===== config.mk =====
export PLATFORM = sky130hd
export DESIGN_NAME = lsu_dm_ctrl
export DESIGN_NICKNAME = d
export VERILOG_FILES = /design/src/rtl/lsu_dm_ctrl.sv
export SDC_FILE = /design/constraint.sdc
export NUM_CORES = 1
export LEC_CHECK = 0
export BUFFER_PORTS_ARGS = -buffer_cell sky130_fd_sc_hd__buf_4
export CORE_MARGIN = 2
export CORE_UTILIZATION = 45
export CTS_BUF_LIST = sky130_fd_sc_hd__clkbuf_8
export DETAILED_ROUTE_END_ITERATION = 16
export GPL_TIMING_DRIVEN = 0
export PLACE_DENSITY_LB_ADDON = 0.12
export SKIP_CTS_REPAIR_TIMING = 1
export SYNTH_ARGS = -nofsm -noshare
export SYNTH_HDL_FRONTEND = slang
export SYNTH_SLANG_ARGS = --single-unit

===== constraint.sdc =====
create_clock -name clk -period 5.9 [get_ports clk]
set_input_delay 0.59 -clock clk [delete_from_list [all_inputs] [get_ports clk]]
set_output_delay 0.59 -clock clk [all_outputs]
set_load 0.1 [all_outputs]

===== src/rtl/lsu_dm_ctrl.sv =====
// lsu_dm_ctrl
//
// Load/store controller for a byte-addressed, little-endian data memory that
// exposes a single word-wide port. It takes one request at a time from the core
// and runs it through a small FSM (IDLE, RD, WR, RESP). Narrow stores
// (SH/SB) use read-modify-write. Narrow loads are lane-extracted and then
// sign- or zero-extended.
//
// Ports
//   clk, rst_n        clock and asynchronous active-low reset
//   req, op, addr,    request strobe, operation, byte address, store data
//   wdata             (sampled only while idle)
//   busy, done, err   status: busy outside IDLE, one-cycle done pulse,
//                     misalignment flag qualified by done
//   rdata             registered load result
//   dm_addr, dm_din,  word-aligned memory address, write data, write enable
//   dm_we
//   dm_dout           combinational memory read data
module lsu_dm_ctrl #(
    parameter int ADDR_W = 10
) (
    input  logic              clk,
    input  logic              rst_n,
    input  logic              req,
    input  logic [2:0]        op,
    input  logic [31:0]       addr,
    input  logic [31:0]       wdata,
    output logic              busy,
    output logic              done,
    output logic              err,
    output logic [31:0]       rdata,
    output logic [ADDR_W-1:0] dm_addr,
    output logic [31:0]       dm_din,
    output logic              dm_we,
    input  logic [31:0]       dm_dout
);

    localparam logic [2:0] OP_LW  = 3'b000;
    localparam logic [2:0] OP_LH  = 3'b001;
    localparam logic [2:0] OP_LHU = 3'b010;
    localparam logic [2:0] OP_LB  = 3'b011;
    localparam logic [2:0] OP_LBU = 3'b100;
    localparam logic [2:0] OP_SW  = 3'b101;
    localparam logic [2:0] OP_SH  = 3'b110;
    localparam logic [2:0] OP_SB  = 3'b111;

    typedef enum logic [1:0] {
        ST_IDLE = 2'd0,
        ST_RD   = 2'd1,
        ST_WR   = 2'd2,
        ST_RESP = 2'd3
    } state_t;

    state_t            state_reg, state_next;
    logic [2:0]        op_reg, op_next;
    logic [ADDR_W-1:0] addr_reg, addr_next;
    logic [31:0]       wdata_reg, wdata_next;
    logic [31:0]       merge_reg, merge_next;
    logic              err_reg, err_next;
    logic [31:0]       rdata_reg, rdata_next;

    // Only the low ADDR_W address bits are meaningful; addresses wrap.
    logic unused_addr_hi;
    assign unused_addr_hi = ^addr[31:ADDR_W];

    // Alignment is judged on the request inputs at the moment they are
    // latched, so the very first transition can already go to RESP.
    logic misaligned_in;
    always_comb begin
        misaligned_in = 1'b0;
        case (op)
            OP_LW, OP_SW:         misaligned_in = (addr[1:0] != 2'b00);
            OP_LH, OP_LHU, OP_SH: misaligned_in = addr[0];
            default:              misaligned_in = 1'b0;
        endcase
    end

    logic is_load_reg;
    assign is_load_reg = (op_reg == OP_LW) || (op_reg == OP_LH) || (op_reg == OP_LHU) ||
                         (op_reg == OP_LB) || (op_reg == OP_LBU);

    // Per-lane read-modify-write merge. A lane takes store data when it is the
    // addressed byte (SB) or half of the addressed halfword (SH); every
    // other lane keeps the word just read from memory.
    logic [7:0]  dout_lane [4];
    logic [31:0] merged_word;

    generate
        for (genvar gi = 0; gi < 4; gi++) begin : g_lane
            logic       lane_hit;
            logic [7:0] lane_data;

            assign dout_lane[gi] = dm_dout[8*gi +: 8];
            assign lane_hit  = (op_reg == OP_SB) ? (addr_reg[1:0] == 2'(gi))
                             : (op_reg == OP_SH) ? (addr_reg[1] == 1'(gi / 2))
                             : 1'b0;
            // In SH the lower lane of the pair receives the low data byte.
            assign lane_data = ((op_reg == OP_SH) && (gi % 2 == 1)) ? wdata_reg[15:8]
                                                                     : wdata_reg[7:0];
            assign merged_word[8*gi +: 8] = lane_hit ? lane_data : dm_dout[8*gi +: 8];
        end
    endgenerate

    logic [15:0] load_half;
    logic [7:0]  load_byte;
    assign load_half = addr_reg[1] ? dm_dout[31:16] : dm_dout[15:0];
    assign load_byte = dout_lane[addr_reg[1:0]];

    always_ff @(posedge clk or negedge rst_n) begin
        if (!rst_n) begin
            state_reg <= ST_IDLE;
            op_reg    <= 3'b000;
            addr_reg  <= '0;
            wdata_reg <= 32'h0;
            merge_reg <= 32'h0;
            err_reg   <= 1'b0;
            rdata_reg <= 32'h0;
        end else begin
            state_reg <= state_next;
            op_reg    <= op_next;
            addr_reg  <= addr_next;
            wdata_reg <= wdata_next;
            merge_reg <= merge_next;
            err_reg   <= err_next;
            rdata_reg <= rdata_next;
        end
    end

    always_comb begin
        state_next = state_reg;
        op_next    = op_reg;
        addr_next  = addr_reg;
        wdata_next = wdata_reg;
        merge_next = merge_reg;
        err_next   = err_reg;
        rdata_next = rdata_reg;

        case (state_reg)
            ST_IDLE: begin
                if (req) begin
                    op_next    = op;
                    addr_next  = addr[ADDR_W-1:0];
                    wdata_next = wdata;
                    err_next   = misaligned_in;
                    if (misaligned_in) begin
                        state_next = ST_RESP;
                    end else if (op == OP_SW) begin
                        state_next = ST_WR;
                    end else begin
                        // Loads read; SH/SB read first for the merge.
                        state_next = ST_RD;
                    end
                end
            end
            ST_RD: begin
                if (is_load_reg) begin
                    case (op_reg)
                        OP_LW:   rdata_next = dm_dout;
                        OP_LH:   rdata_next = {{16{load_half[15]}}, load_half};
                        OP_LHU:  rdata_next = {16'h0, load_half};
                        OP_LB:   rdata_next = {{24{load_byte[7]}}, load_byte};
                        default: rdata_next = {24'h0, load_byte};
                    endcase
                    state_next = ST_RESP;
                end else begin
                    merge_next = merged_word;
                    state_next = ST_WR;
                end
            end
            ST_WR: begin
                state_next = ST_RESP;
            end
            default: begin
                state_next = ST_IDLE;
            end
        endcase
    end

    // Bus outputs are decoded from the state alone, so an asynchronous reset
    // drops dm_we immediately and no write can commit.
    always_comb begin
        busy    = (state_reg != ST_IDLE);
        done    = (state_reg == ST_RESP);
        err     = (state_reg == ST_RESP) && err_reg;
        dm_we   = (state_reg == ST_WR);
        dm_addr = '0;
        dm_din  = 32'h0;
        if ((state_reg == ST_RD) || (state_reg == ST_WR)) begin
            dm_addr = {addr_reg[ADDR_W-1:2], 2'b00};
        end
        if (state_reg == ST_WR) begin
            dm_din = (op_reg == OP_SW) ? wdata_reg : merge_reg;
        end
    end

    assign rdata = rdata_reg;

endmodule


==> flow_metrics.py <==
metrics = {
    "status": {
        "outcome": "finished, final reports clean",
    },
    "timing": {
        "min_period_over_period": 0.574,
        "worst_pin_slew_ns": 0.707,
        "drv_slew": 0,
        "fmax_ghz": 0.295,
        "setup_viol": 0,
        "hold_violations": 0,
        "rsz0062_at_grt": "no",
        "slew_headroom": 0.529,
        "fin_worst_skew_ns": 0.0154,
        "setup_tns_ns": 0,
        "fin_crit_ns": 3.39,
    },
    "route": {
        "route.detailed.drc": 0,
        "ant_nets": 0,
        "dr_total_vias": 5053,
        "first_pass_iters": 5,
        "drtIter0Drc": 350,
        "wl_per_cell_um": 18.6,
        "routed_wl_mm": 17.3,
        "via_per_inst": 5.43,
    },
    "place": {
        "portBuffers": 155,
        "place_inst": 913,
        "dp_hpwl_mm": 13.2,
        "gp_congestion": 0.907,
    },
    "floorplanning": {
        "fp-row-count": 42,
        "io_pins": 180,
        "fp.dieW_um": 119,
        "initial_core_util": 0.456,
        "floorplan.die_area_um2": 14200,
        "core_um2": 13100,
        "die_h_um": 119,
    },
    "clock_network": {
        "insertion_delay_ns": 0.40,
        "cts_buffer_depth": 2,
        "cts-root-buf": "clkbuf_8",
        "path_clk_slew_ns": 0.11,
        "cts_sinks": 112,
        "numCtsBuffers": 9,
        "ctsHtreeMaxLevel": 3,
        "cts_tree": "yes",
    },
    "setup_path": {
        "path_cells": "clkbuf_1, nand2_1, nor2_1, clkbuf_1, nand2_1, a21boi_0, buf_4",
        "worstPathMaxFanout": 10,
        "required_ns": 5.31,
        "crit_family": "buffers and inverters",
        "cpMaxStageDelayCell": "nor2_1",
        "critPathKind": "flop to output port",
        "max_stage_delay_ns": 0.47,
        "arrival_ns": 2.80,
        "r2r_setup_slack_ns": 3.51,
        "r2r_cells": 8,
        "timing.rr.end": "rdata[4]$_DFFE_PN0P_",
        "endpoint_kind": "output port",
        "r2r_start": "state_reg[1]$_DFFE_PN0P_",
        "start_kind": "flop",
        "critPathBufInv": 3,
    },
    "yosys": {
        "synthArstFlopShare": 1.00,
        "synth_cell_types": 48,
        "synth_edf_count": 0,
        "synthTopCellsByCount": "nand2_1 (117), dfrtp_1 (112), mux2_2 (57), o21ai_0 (53), mux2i_1 (43)",
        "avgSynthCellArea_um2": 10.3,
        "yosysSeqAreaShare": 0.470,
        "synth_area_leaders": "dfrtp_1 (47%), mux2_2 (11%), nand2_1 (7.4%), mux2i_1 (7.2%), o21ai_0 (4.4%)",
        "synth_seq_cells": 112,
        "yosys.cell_count.top_type": "nand2_1",
        "synth_area_um2": 5970,
        "synth_top_cell_by_area": "dfrtp_1",
        "synth_flop_cell": "dfrtp_1",
        "synthCells": 581,
        "yosysWarningCount": 0,
        "yosysTopAreaCellShare": 0.470,
    },
    "global_route": {
        "met2_usage": 0.383,
        "grt_max_degree": 113,
        "use_met1": 0.341,
        "grt_overflow": 0,
        "met3_usage": 0.0426,
        "grt_pass1_vias": 5006,
        "busiest_layer": "met2",
        "grt_util_all_layers": 0.248,
        "antenna_found_initial": 0,
        "grt_pass1_wl_mm": 27.1,
    },
    "layout": {
        "multiInputGateArea_um2": 2940,
        "area_growth_pct": 26.9,
        "fin_util": 0.579,
        "seqCellArea_um2": 2800,
        "final_cells": 930,
        "final_nets": 855,
        "fill_cells": 1208,
        "drive_above_1_share": 0.334,
        "antenna_cells": 0,
    },
    "worst_hold_path": {
        "hold_path_class": "primary input to asynchronous set/reset pin",
    },
    "flow_run": {
        "cap_violations": 0,
    },
}
==> stage by stage <==
stage          cell area (um^2)  worst slack [ns]  hold WS [ns]
3_3_place_gp               7350              3.01         0.462
5_1_grt                    7570              2.33        0.0844
2_1_floorplan              5970              1.47         0.294
4_1_cts                    7540              2.55         0.401
6_report                   7570              2.51        0.0746
3_5_place_dp               7350              3.00         0.471
==> layout make-up <==
class / count / area share
Sequential cell: 112 / 0.370
Tap cell: 176 / 0.0291
Multi-Input combinational cell: 420 / 0.389
Buffer: 44 / 0.0266
Clock inverter: 7 / 0.00826
Inverter: 6 / 0.00297
Clock buffer: 9 / 0.0164
Timing Repair Buffer: 156 / 0.158
==> layout by cell type, fill, tap and decap left out, types with 6 or more instances in the layout <==
master / n
o21ai_0: 53
clkbuf_8: 9
a21boi_0: 32
buf_4: 156
nand2_1: 117
nor2_1: 9
and2_1: 10
o221a_2: 6
a22oi_1: 9
a221o_1: 16
clkbuf_1: 33
dfrtp_1: 112
nor2b_1: 11
inv_1: 7
mux2i_1: 43
mux2_2: 57
==> logic make-up after synthesis <==
family,share of synthesized area
and+or+nand+nor,0.130
buffers and inverters,0.0375
adders and majority gates,0.00839
AOI/OAI and AO/OA,0.165
DFF,0.470
other,0.000628
muxes,0.187
xor gates and xnor gates,0.00147
==> worst register-to-register path: stages, from the launching register on <==
cell and delay (ns):
dfrtp_1 0.43, inv_1 0.09, ha_1 0.14, clkbuf_1 0.23, nor2b_1 0.23, nor3b_2 0.55
clkbuf_1 0.41, a22oi_1 0.13, o221ai_1 0.10
==> how the worst max path moves through the flow <==
| stage | start | to | slack (ns) | cells past startpoint |
|---|---|---|---|---|
| final | op_reg[0]$_DFFE_PN0P_ | dm_din[8] | 2.51 | 7 |
| after CTS | op_reg[1]$_DFFE_PN0P_ | dm_din[8] | 2.55 | 6 |
| after global routing | op_reg[0]$_DFFE_PN0P_ | dm_din[8] | 2.33 | 7 |
| after global placement | op_reg[0]$_DFFE_PN0P_ | dm_din[2] | 3.01 | 7 |
| after floorplan | state_reg[0]$_DFFE_PN0P_ | dm_din[10] | 1.47 | 4 |
| after detailed placement | op_reg[1]$_DFFE_PN0P_ | dm_din[8] | 3.00 | 6 |
==> metal layers <==
metal  vias to the layer above  routed length (um)
met2                       157                8090
met1                      2463                7760
met3                        38                 744
li1                       2395                   -
met4                         0                 698
met5                         -                   0
Power is not shown: default switching activity piles up to over one toggle a cycle in this logic, so the estimate is an artifact.
